--- src/rtl/axi_master_port.sv ---
// axi_master_port: AXI4 initiator bridging a one-request-at-a-time command
// interface onto AXI4. Writes are single-beat; reads are INCR bursts of
// 1..16 beats streamed back to the requester.
//
// Ports:
//   ACLK, ARESETn        clock, asynchronous active-low reset
//   req_*                command channel (valid/ready, write, addr, len, size, wdata, wstrb)
//   rd_valid/rd_ready    read beat stream (rd_data, rd_last)
//   done/err             one-cycle completion pulse with error flag
//   AW/W/B/AR/R          AXI4 master channels
module axi_master_port #(
  parameter int ADDR_W    = 32,
  parameter int DATA_W    = 32,
  parameter int ID_W      = 4,
  parameter int MASTER_ID = 0
) (
  input  logic                ACLK,
  input  logic                ARESETn,
  input  logic                req_valid,
  output logic                req_ready,
  input  logic                req_write,
  input  logic [ADDR_W-1:0]   req_addr,
  input  logic [3:0]          req_len,
  input  logic [2:0]          req_size,
  input  logic [DATA_W-1:0]   req_wdata,
  input  logic [DATA_W/8-1:0] req_wstrb,
  output logic                rd_valid,
  input  logic                rd_ready,
  output logic [DATA_W-1:0]   rd_data,
  output logic                rd_last,
  output logic                done,
  output logic                err,
  output logic [ID_W-1:0]     AWID,
  output logic [ADDR_W-1:0]   AWADDR,
  output logic [7:0]          AWLEN,
  output logic [2:0]          AWSIZE,
  output logic [1:0]          AWBURST,
  output logic                AWVALID,
  input  logic                AWREADY,
  output logic [DATA_W-1:0]   WDATA,
  output logic [DATA_W/8-1:0] WSTRB,
  output logic                WLAST,
  output logic                WVALID,
  input  logic                WREADY,
  input  logic [ID_W-1:0]     BID,
  input  logic [1:0]          BRESP,
  input  logic                BVALID,
  output logic                BREADY,
  output logic [ID_W-1:0]     ARID,
  output logic [ADDR_W-1:0]   ARADDR,
  output logic [7:0]          ARLEN,
  output logic [2:0]          ARSIZE,
  output logic [1:0]          ARBURST,
  output logic                ARVALID,
  input  logic                ARREADY,
  input  logic [ID_W-1:0]     RID,
  input  logic [DATA_W-1:0]   RDATA,
  input  logic [1:0]          RRESP,
  input  logic                RLAST,
  input  logic                RVALID,
  output logic                RREADY
);

  localparam int STRB_W = DATA_W / 8;
  localparam logic [ID_W-1:0] MY_ID = ID_W'(MASTER_ID);

  typedef enum logic [2:0] {S_IDLE, S_WADDR, S_WRESP, S_RADDR, S_RDATA} state_t;

  state_t              state, state_d;
  logic [ADDR_W-1:0]   addr_q;
  logic [3:0]          len_q;
  logic [2:0]          size_q;
  logic [DATA_W-1:0]   wdata_q;
  logic [STRB_W-1:0]   wstrb_q;
  logic                aw_done, aw_done_d;
  logic                w_done, w_done_d;
  logic [4:0]          beat_cnt, beat_cnt_d;
  logic                err_acc, err_acc_d;
  logic                done_d, err_d;
  logic                accept, last_beat, beat_err;

  assign accept    = req_valid & req_ready;
  assign req_ready = (state == S_IDLE);

  // Write address and data are tracked separately; each VALID falls as soon
  // as its own handshake has been recorded.
  assign AWVALID = (state == S_WADDR) & ~aw_done;
  assign WVALID  = (state == S_WADDR) & ~w_done;
  assign BREADY  = (state == S_WRESP);
  assign ARVALID = (state == S_RADDR);
  assign RREADY  = (state == S_RDATA) & rd_ready;

  assign AWID    = MY_ID;
  assign AWADDR  = addr_q;
  assign AWLEN   = '0;
  assign AWSIZE  = size_q;
  assign AWBURST = 2'b01;
  assign WDATA   = wdata_q;
  assign WSTRB   = wstrb_q;
  assign WLAST   = 1'b1;
  assign ARID    = MY_ID;
  assign ARADDR  = addr_q;
  assign ARLEN   = {4'b0000, len_q};
  assign ARSIZE  = size_q;
  assign ARBURST = 2'b01;

  // Burst end is decided by the local beat counter, never by RLAST, so a
  // misbehaving slave cannot truncate the stream seen by the requester.
  assign last_beat = (beat_cnt == {1'b0, len_q});
  assign rd_valid  = (state == S_RDATA) & RVALID;
  assign rd_data   = RDATA;
  assign rd_last   = rd_valid & last_beat;
  assign beat_err  = (RRESP != 2'b00) | (RID != MY_ID) | (RLAST != last_beat);

  always_comb begin
    state_d    = state;
    aw_done_d  = aw_done;
    w_done_d   = w_done;
    beat_cnt_d = beat_cnt;
    err_acc_d  = err_acc;
    done_d     = 1'b0;
    err_d      = 1'b0;
    unique case (state)
      S_IDLE: begin
        if (req_valid) begin
          state_d    = req_write ? S_WADDR : S_RADDR;
          aw_done_d  = 1'b0;
          w_done_d   = 1'b0;
          beat_cnt_d = '0;
          err_acc_d  = 1'b0;
        end
      end
      S_WADDR: begin
        aw_done_d = aw_done | AWREADY;
        w_done_d  = w_done | WREADY;
        if (aw_done_d && w_done_d) state_d = S_WRESP;
      end
      S_WRESP: begin
        if (BVALID) begin
          done_d  = 1'b1;
          err_d   = (BRESP != 2'b00) | (BID != MY_ID);
          state_d = S_IDLE;
        end
      end
      S_RADDR: begin
        if (ARREADY) state_d = S_RDATA;
      end
      S_RDATA: begin
        if (RVALID && RREADY) begin
          beat_cnt_d = beat_cnt + 5'd1;
          err_acc_d  = err_acc | beat_err;
          if (last_beat) begin
            done_d  = 1'b1;
            err_d   = err_acc | beat_err;
            state_d = S_IDLE;
          end
        end
      end
      default: state_d = S_IDLE;
    endcase
  end

  always_ff @(posedge ACLK or negedge ARESETn) begin
    if (!ARESETn) begin
      state    <= S_IDLE;
      addr_q   <= '0;
      len_q    <= '0;
      size_q   <= '0;
      wdata_q  <= '0;
      wstrb_q  <= '0;
      aw_done  <= 1'b0;
      w_done   <= 1'b0;
      beat_cnt <= '0;
      err_acc  <= 1'b0;
      done     <= 1'b0;
      err      <= 1'b0;
    end else begin
      state    <= state_d;
      aw_done  <= aw_done_d;
      w_done   <= w_done_d;
      beat_cnt <= beat_cnt_d;
      err_acc  <= err_acc_d;
      done     <= done_d;
      err      <= err_d;
      if (accept) begin
        addr_q  <= req_addr;
        len_q   <= req_len;
        size_q  <= req_size;
        wdata_q <= req_wdata;
        wstrb_q <= req_wstrb;
      end
    end
  end

endmodule

--- config.mk ---
export PLATFORM = sky130hd
export DESIGN_NAME = axi_master_port
export DESIGN_NICKNAME = d
export VERILOG_FILES = /design/src/rtl/axi_master_port.sv
export SDC_FILE = /design/constraint.sdc
export NUM_CORES = 1
export LEC_CHECK = 0
export BUFFER_PORTS_ARGS = -buffer_cell sky130_fd_sc_hd__buf_2
export CAP_MARGIN = 40
export CORE_AREA = 5 5 117 119
export CTS_BUF_LIST = sky130_fd_sc_hd__clkbuf_4
export DETAILED_ROUTE_END_ITERATION = 16
export DIE_AREA = 0 0 122 124
export PLACE_DENSITY_LB_ADDON = 0.15
export SYNTH_ARGS = -nofsm -noshare
export SYNTH_HDL_FRONTEND = slang
export SYNTH_SLANG_ARGS = --single-unit
--- constraint.sdc ---
create_clock -name ACLK -period 2.1 [get_ports ACLK]
set_input_delay 0.525 -clock ACLK [delete_from_list [all_inputs] [get_ports ACLK]]
set_output_delay 0.525 -clock ACLK [all_outputs]
set_load 0.02 [all_outputs]
==> flow_summary.toml <==
[floorplanning]
die_x_um = 122
num_io_pins = 307
die_h_um = 124
floorplan.initialDensity = 0.354
core_area_sq_um = 12500
fp.dieArea_sq_um = 15100
rows = 41

[timing]
setup_viol = 0
worst_pin_slew_ns = 0.514
hold_viol_final = 0
fin_skew_ns = 0.0116
grt_setup_unrepaired = "yes"
min_period_ns = 2.09
slew_violations = 0
finalCritPeriodShare = 0.995
slew_headroom = 0.658
hold_slack_ns = 0.251
clock.fmax_mhz = 479

[yosys]
yosysWarnings = 0
yosysTopAreaCellShare = 0.499
synth_area_leaders = "dfrtp_1, buf_4, mux2_2"
synth-seq-cells = 88
ys_types = 38
synth_edf_count = 0
ys_seq_area_frac = 0.499
synthFlopType = "dfrtp_1"
yosysTopAreaCell = "dfrtp_1"
syn_area_sq_um = 4410
synth_top_cells_by_count = "buf_4, dfrtp_1, mux2_2"
async_reset_ff_frac = 1.00
synth_cells = 338
avgSynthCellArea_sq_um = 13.1
synth_most_common_cell = "buf_4"

[placed_design]
placed_area_sq_um = 5110
dp_cells = 654
dp_hpwl_um = 7680
gp_congestion = 0.711
portBuffers = 217

[critical_path]
worstPathArrival_ns = 1.56
critPathLaunchType = "flop"
crit_path_cell_trace = "xor2_1, nor3_2, and3_1, buf_6"
cp_max_fo = 4
end_kind = "output pin"
crit_path_top_delay_cell = "dfrtp_1"
required_ns = 1.57
cpPeakStageDelay_ns = 0.44
worstSetupPathType = "reg2out"

[finish]
ff_latch_area_sq_um = 2210
area_growth_syn_to_layout_pct = 22.9
post-route-cell-area_sq_um = 5420
fill_cells = 1201
nets = 634
drive_gt1_frac = 0.667
final_cells = 681
multiInputGateArea_sq_um = 1560

[drt]
detail-route-antenna-nets = 0
vias_per_cell = 4.33
wl_um = 10200
drtIter0Drc = 84
first_pass_iters = 4
drc_errors = 0
avgRoutedWirePerCell_um = 15.0
vias = 2951

[flow_run]
max_cap_violations = 0

[status]
status = "finished, final reports clean"

[global_routing]
track_usage = 0.132
grt_pass1_wl_um = 15300
grt_pass1_vias = 3006
grt_overflow = 0
grt_max_degree = 43
grt_antenna_before_repair = 2

[power_and_ir_drop]
ir_drop_mv = 0.848
p_leak_nw = 2.88
powerDensity_nw_per_um2 = 1690
p_total_mw = 9.15

[clocking]
cts.htree.levels = 3
cts_tree = "yes"
numCtsBuffers = 9
cts_root_buf = "clkbuf_4"
clk_pin_slew_ns = 0.14
cts_sinks = 88
clk_path_buf_depth = 2
worstSkewPairLatency_ns = 0.45

[hold_path]
hold_path.class = "in2reg"
-- area by class of cell --
type                       count  area share
tap                          172      0.0397
clock buffer                   9      0.0125
antenna                        1    0.000461
timing repair buffer         234       0.237
multi-input combinational    169       0.287
clock inverter                 7      0.0159
sequential                    88       0.407
inverter                       1    0.000692
-- placed cells by master, fill, tap and decap left out, drive strengths merged --
cell type,instances
dfrtp,88
nor2,11
a21o,2
a211oi,2
bufinv,2
clkinvlp,1
nand2,6
inv,1
nand2b,1
a21oi,5
o211ai,3
and4,1
a22o,1
diode,1
o21ai,3
conb,25
a41oi,1
or4,2
clkbuf,9
xor2,7
nor2b,1
buf,233
ha,1
nor3b,2
nor3,3
nor4,1
nand3,2
mux2,76
o22ai,3
dlygate4sd3,1
and3b,1
and2,1
and2b,1
clkinv,4
and3,6
a31oi,1
-- sequential cells by signal (all words and copies together) (netlist names) --
| signal | count |
|---|---|
| err | 1 |
| state | 3 |
| err_acc | 1 |
| aw_done | 1 |
| w_done | 1 |
| WSTRB | 4 |
| beat_cnt | 5 |
| WDATA | 32 |
| ARADDR | 32 |
| len_q | 4 |
| done | 1 |
| ARSIZE | 3 |
-- cell families (layout without fill, tap and decap cells) --
kind of cell    Yosys count  count (layout)  share of synthesized area
compound gates           21              21                     0.0306
simple gates             39              39                     0.0550
flops                    88              88                      0.499
other cells               2              26                    0.00170
xor+xnor                  7               7                     0.0139
fa+ha+maj                 1               1                    0.00283
mux                      76              76                      0.218
buf+inv                 104             251                      0.179
-- worst paths after layout --
check                                        start                     to  slack [ns]  cells past startpoint
setup / recovery           beat_cnt[1]$_DFFE_PN0P_                rd_last        0.01                      4
hold / removal                           req_write   state[1]$_DFFE_PN0P_        0.25                      2
setup reg to reg              state[1]$_DFFE_PN0P_  WDATA[12]$_DFFE_PN0P_        0.45                      6
hold reg to reg              WDATA[12]$_DFFE_PN0P_  WDATA[12]$_DFFE_PN0P_        0.52                      1
max in group asynchronous                  ARESETn  ARADDR[6]$_DFFE_PN0P_        0.89                      3
min in group asynchronous                  ARESETn  ARADDR[2]$_DFFE_PN0P_        0.58                      2
-- worst max-delay path: cells and delay by family (launching register included) --
family | cells | cell delay (ns)
simple gates | 2 | 0.38
flops | 1 | 0.44
xor+xnor | 1 | 0.16
buf+inv | 1 | 0.13
-- metrics by stage --
| stage | setup TNS [ns] | util | setup WS [ns] |
|---|---|---|---|
| detailed placement | 0 | 0.410 | 0.307 |
| finish | 0 | 0.435 | 0.0111 |
| CTS | -0.0491 | 0.429 | -0.0491 |
| global route | -0.154 | 0.435 | -0.0959 |
| global placement | 0 | 0.410 | 0.337 |
| floorplan | 0 | - | 0.262 |
-- layer usage --
metal,wire length (um),track usage,up-vias
met5,13,0,-
met4,144,0.0490,2
met3,1240,0.0718,17
met2,4850,0.208,172
met1,3950,0.153,1397
li1,-,-,1363
-- timing repair --
action | 4_1_cts | 5_1_grt
resized for setup | 9 | 14
buffers inserted | 6 | 3
pin swaps | 3 | 4
hold endpoints to repair | 12 | 0
hold buffers | 1 | 0
setup endpoints to repair | 6 | 5
-- power breakdown --
| part | switching [mW] | internal [mW] |
|---|---|---|
| registers | 0.530 | 2.51 |
| logic | 2.83 | 2.22 |
| clock network | 0.588 | 0.473 |
Power figures use the tool's default switching activity.
